--- src/rtl/mem_access_arbiter.sv ---
// Two-requester arbiter in front of a single-port synchronous memory (1-cycle read latency).
// The load/store port has fixed priority; a saturating starvation counter forces an IF grant.
//
// state     | meaning
// ----------+---------------------------------------------------------------
// IDLE      | no access in flight; arbitrate between IF and LS
// ACCESS    | memory strobed for the granted owner; requests ignored
// READ_WAIT | memory drives read data; return it to owner and re-arbitrate
module mem_access_arbiter #(
  parameter int DATA_SIZE    = 32,
  parameter int MEM_SIZE     = 8,
  parameter int STARVE_LIMIT = 4
) (
  input  logic                 sys_clk,
  input  logic                 resetn,
  input  logic                 if_req,
  input  logic [MEM_SIZE-1:0]  if_addr,
  output logic                 if_gnt,
  output logic                 if_rvalid,
  output logic [DATA_SIZE-1:0] if_rdata,
  input  logic                 ls_req,
  input  logic                 ls_we,
  input  logic [MEM_SIZE-1:0]  ls_addr,
  input  logic [DATA_SIZE-1:0] ls_wdata,
  output logic                 ls_gnt,
  output logic                 ls_rvalid,
  output logic [DATA_SIZE-1:0] ls_rdata,
  output logic                 mem_en,
  output logic                 mem_we,
  output logic [MEM_SIZE-1:0]  mem_addr,
  output logic [DATA_SIZE-1:0] mem_wdata,
  input  logic [DATA_SIZE-1:0] mem_rdata,
  output logic                 busy
);

  localparam int CW = $clog2(STARVE_LIMIT + 1);
  localparam logic [CW-1:0] LIMIT_C = CW'(STARVE_LIMIT);

  typedef enum logic [1:0] {IDLE, ACCESS, READ_WAIT} state_t;
  typedef enum logic {OWN_IF, OWN_LS} owner_t;

  state_t        r_state;
  state_t        w_next_state;
  owner_t        r_owner;
  logic [CW-1:0] r_starve_cnt;
  logic          w_arb;
  logic          w_starved;
  logic          w_grant_if;
  logic          w_grant_ls;

  always_comb begin
    w_arb        = (r_state == IDLE) || (r_state == READ_WAIT);
    w_starved    = if_req && (r_starve_cnt == LIMIT_C);
    w_grant_if   = w_arb && if_req && (w_starved || !ls_req);
    w_grant_ls   = w_arb && ls_req && !w_starved;
    w_next_state = r_state;
    case (r_state)
      IDLE:      if (w_grant_if || w_grant_ls) w_next_state = ACCESS;
      // mem_we is high in ACCESS exactly when the current access is a write
      ACCESS:    w_next_state = mem_we ? IDLE : READ_WAIT;
      READ_WAIT: w_next_state = (w_grant_if || w_grant_ls) ? ACCESS : IDLE;
      default:   w_next_state = IDLE;
    endcase
  end

  always_ff @(posedge sys_clk or negedge resetn) begin
    if (!resetn) begin
      r_state      <= IDLE;
      r_owner      <= OWN_IF;
      r_starve_cnt <= '0;
      busy         <= 1'b0;
      if_gnt       <= 1'b0;
      ls_gnt       <= 1'b0;
      if_rvalid    <= 1'b0;
      ls_rvalid    <= 1'b0;
      if_rdata     <= '0;
      ls_rdata     <= '0;
      mem_en       <= 1'b0;
      mem_we       <= 1'b0;
      mem_addr     <= '0;
      mem_wdata    <= '0;
    end else begin
      r_state <= w_next_state;
      busy    <= (w_next_state != IDLE);
      if_gnt  <= w_grant_if;
      ls_gnt  <= w_grant_ls;
      mem_en  <= w_grant_if || w_grant_ls;
      mem_we  <= w_grant_ls && ls_we;

      if (w_grant_if) begin
        r_owner  <= OWN_IF;
        mem_addr <= if_addr;
      end else if (w_grant_ls) begin
        r_owner   <= OWN_LS;
        mem_addr  <= ls_addr;
        mem_wdata <= ls_wdata;
      end

      // return uses the owner of the access now finishing, not any new winner
      if_rvalid <= (r_state == READ_WAIT) && (r_owner == OWN_IF);
      ls_rvalid <= (r_state == READ_WAIT) && (r_owner == OWN_LS);
      if ((r_state == READ_WAIT) && (r_owner == OWN_IF)) if_rdata <= mem_rdata;
      if ((r_state == READ_WAIT) && (r_owner == OWN_LS)) ls_rdata <= mem_rdata;

      if (!if_req || w_grant_if) begin
        r_starve_cnt <= '0;
      end else if (w_grant_ls && (r_starve_cnt != LIMIT_C)) begin
        r_starve_cnt <= r_starve_cnt + 1'b1;
      end
    end
  end

endmodule

--- config.mk ---
export PLATFORM = sky130hd
export DESIGN_NAME = mem_access_arbiter
export DESIGN_NICKNAME = d
export VERILOG_FILES = /design/src/rtl/mem_access_arbiter.sv
export SDC_FILE = /design/constraint.sdc
export NUM_CORES = 1
export LEC_CHECK = 0
export ABC_AREA = 1
export CORE_MARGIN = 2
export CORE_UTILIZATION = 42
export DETAILED_ROUTE_END_ITERATION = 6
export PLACE_DENSITY = 0.8
export SLEW_MARGIN = 0
export SYNTH_ARGS = -nofsm -noshare
export SYNTH_HDL_FRONTEND = slang
export SYNTH_SLANG_ARGS = --single-unit
--- constraint.sdc ---
create_clock -name sys_clk -period 1.7 [get_ports sys_clk]
set_input_delay 0.255 -clock sys_clk [delete_from_list [all_inputs] [get_ports sys_clk]]
set_output_delay 0.255 -clock sys_clk [all_outputs]
set_load 0.05 [all_outputs]
==> results.py <==
metrics = {
    "run_status": {
        "status": "finished clean",
    },
    "clock_tree": {
        "cts.htree.levels": 4,
        "cts-root-buf": "clkbuf_8",
        "clockBufferDepth": 2,
        "cts_buffers": 17,
        "cts.sinks": 117,
        "clk_latency_ns": 0.50,
        "clkTransAtPathRegs_ns": 0.05,
        "cts_tree": "built",
    },
    "synthesis": {
        "synthArstFlopShare_pct": 100,
        "ys_warn_count": 0,
        "synthXorXnorAreaFrac_pct": 0.193,
        "synthTopCellsByArea": "dfrtp_1 65%, nand2_1 15%, o21ai_0 6.0%, inv_1 4.8%, nand3_1 2.3%",
        "synth-edff-count": 0,
        "yosys.area.top_type": "dfrtp_1",
        "syn-instance-count": 487,
        "synth_top_family_by_area": "simple AND/OR/NAND/NOR gates",
        "synth_top_cell_area_share_pct": 64.6,
        "ys_ff_latch": 117,
        "synthesis.nets": 574,
        "synthSimpleGateAreaFrac_pct": 19.1,
        "synth_compound_area_share_pct": 7.81,
        "synth_flop_cell": "dfrtp_1",
        "seq_area_frac_synth_pct": 64.6,
        "netlist_area_mm2": 0.00453,
        "syn_avg_cell_area_um2": 9.31,
        "synth-adder-area-share_pct": 0.552,
        "synth.area.mux_share_pct": 0,
        "synth_top_cells_by_count": "187 x nand2_1, 117 x dfrtp_1, 58 x inv_1",
        "yosysUniqueCellTypes": 22,
        "synth_most_common_cell": "nand2_1",
    },
    "grt": {
        "grt_pass1_wl_um": 18600,
        "grt_pass1_vias": 3946,
        "grt_max_degree": 72,
        "antenna_found_initial": 0,
        "grt_usage_pct": 20.7,
        "gr-total-overflow": 0,
    },
    "floorplan": {
        "die_x_um": 108,
        "boundaryPins": 196,
        "die_area_mm2": 0.0116,
        "start_util_pct": 43.5,
        "core_area_mm2": 0.0104,
        "die_y_um": 108,
        "fp-row-count": 37,
    },
    "detailed_routing": {
        "drt-initial-drc-count": 336,
        "drc": 0,
        "routed_wl_um": 11500,
        "dr.pass1.iters": 4,
        "wire_per_inst_um": 13.7,
        "vias": 3953,
        "via_per_inst": 4.71,
        "detail-route-antenna-nets": 0,
    },
    "finish": {
        "instances_no_fill": 840,
        "fill_cells": 831,
        "drive_above_1_share_pct": 23.2,
        "diodes": 0,
        "fin_nets": 778,
        "fin_area_mm2": 0.00697,
        "area_delta_synth_final_pct": 53.9,
        "final_core_util_pct": 67.0,
    },
    "setup_path": {
        "path_max_fanout": 32,
        "cp_slowest_stage_delay_ns": 0.40,
        "cpMostUsedCell": "nand2_1",
        "worstPathArrival_ns": 1.92,
        "worstSetupPathType": "reg -> reg",
        "cp-start-kind": "register",
        "crit_buf_inv": 2,
        "cpMaxStageDelayCell": "dfrtp_1",
        "crit_chain": "inv_1, ha_1, nand3_2, nand2_4, buf_4, nand2_1, nand2_1",
        "critPathRequiredTime_ns": 2.13,
        "path_delay_family": "buffers and inverters",
        "endpoint_kind": "register",
    },
    "timing": {
        "fin_tns_setup_ns": 0,
        "skew_ns": 0.00615,
        "hold_viol_final": 0,
        "rsz0062_at_grt": "false",
        "fin_crit_sh_pct": 87.4,
        "slew_viol_final": 0,
        "max-slew-margin-rel_pct": 62.0,
        "worstMarginPinSlew_ns": 0.569,
        "period_needed_ns": 1.49,
        "setup_viol": 0,
        "max_freq_ghz": 0.673,
        "setup_ws_ns": 0.214,
    },
    "pwr": {
        "pwr_density_cell_mw_per_mm2": 2060,
        "leakagePower_nw": 3.71,
        "ir_worst_vdd_mv": 1.31,
    },
    "placement": {
        "post_dp_cell_area_mm2": 0.00638,
        "dp.cells": 807,
        "dp_slack_ns": 0.0382,
        "place.port_buffers": 195,
        "globalplace.congestion": 0.804,
        "hpwl_um": 8160,
    },
    "run": {
        "cap_violations": 0,
    },
    "worst_hold_path": {
        "hold_path_class": "in -> reg",
    },
}
-- cell usage in the layout (no fill, tap or decap) --
master / count
nand2_1: 186
inv_1: 58
nand2_4: 1
clkinv_2: 5
o21ai_1: 15
nand3_1: 19
clkdlybuf4s50_1: 83
or2_1: 1
buf_12: 4
nor3_1: 1
clkinvlp_4: 2
buf_4: 118
nand2_2: 2
nor2_4: 1
nor2_2: 1
clkbuf_8: 5
inv_2: 2
clkbuf_1: 2
dlygate4sd3_1: 1
nand3_2: 3
dfrtp_1: 117
nor2_1: 1
clkbuf_16: 16
ha_1: 2
xnor2_1: 1
o21ai_0: 54
bufinv_16: 2
o21ai_2: 1
-- repair_timing --
| action | in CTS | in global routing |
|---|---|---|
| endpoints found under the hold margin | 117 | 0 |
| hold buffers | 1 | 0 |
| resized for setup | 0 | 1 |
| buffers inserted | 0 | 0 |
| setup endpoints to repair | 0 | 1 |
-- cell families after synthesis --
kind of cell	count (synthesis)
compound gates	70
xor+xnor	1
flops	117
buf+inv	81
fa+ha+maj	2
simple gates	216
-- per-stage QoR --
stage               power, W  hold slack (ns)
floorplan            0.00871          -0.0406
global placement      0.0109            0.296
detailed placement    0.0110            0.308
CTS                   0.0145            0.263
global route          0.0151            0.278
finish                0.0144            0.292
-- sequential cells by signal (all words and copies together), names as in the netlist, 2 cells and up --
name          flops
mem_addr          8
r_state           2
r_starve_cnt      3
if_rdata         32
mem_wdata        32
ls_rdata         32
-- layout make-up --
cell class | instances | area [um2] | area share, %
clock inverter | 9 | 100 | 1.44
multi-input combinational | 289 | 1270 | 18.2
timing repair buffer | 206 | 1810 | 25.9
tap | 136 | 170 | 2.44
inverter | 60 | 225 | 3.23
sequential | 117 | 2930 | 42.0
clock buffer | 23 | 477 | 6.84
-- power breakdown --
part | total [W] | switching (W) | internal, W
Sequential | 0.00438 | 0.000596 | 0.00378
Clock | 0.00339 | 0.00117 | 0.00223
Combinational | 0.00661 | 0.00472 | 0.00189
Total | 0.0144 | 0.00648 | 0.00790
-- tightest hold or removal path, cell delays in order --
cell	delay, ns
clkdlybuf4s50_1	0.39
nand2_1	0.06
nand2_1	0.04
-- final timing paths --
path | startpoint | end | slack, ns | cells past startpoint
worst max-delay path | r_starve_cnt[0]$_DFFE_PN0P_ | mem_wdata[2]$_DFFE_PN0P_ | 0.21 | 7
worst min-delay path | ls_wdata[0] | mem_wdata[0]$_DFFE_PN0P_ | 0.29 | 3
worst max register to register | r_starve_cnt[0]$_DFFE_PN0P_ | mem_wdata[2]$_DFFE_PN0P_ | 0.21 | 7
worst min register to register | mem_we$_DFF_PN0_ | r_state[1]$_DFF_PN0_ | 0.45 | 1
max in group asynchronous | resetn | mem_wdata[20]$_DFFE_PN0P_ | 0.83 | 3
min in group asynchronous | resetn | if_rdata[25]$_DFFE_PN0P_ | 0.38 | 3
-- routing by layer --
metal,vias up,global-route usage [%],routed length (um)
li1,1907,-,-
met1,1841,26.2,4870
met2,189,32.7,5510
met3,16,6.84,926
met4,0,8.24,181
met5,-,0,0
(Power assumes the default switching activity.)
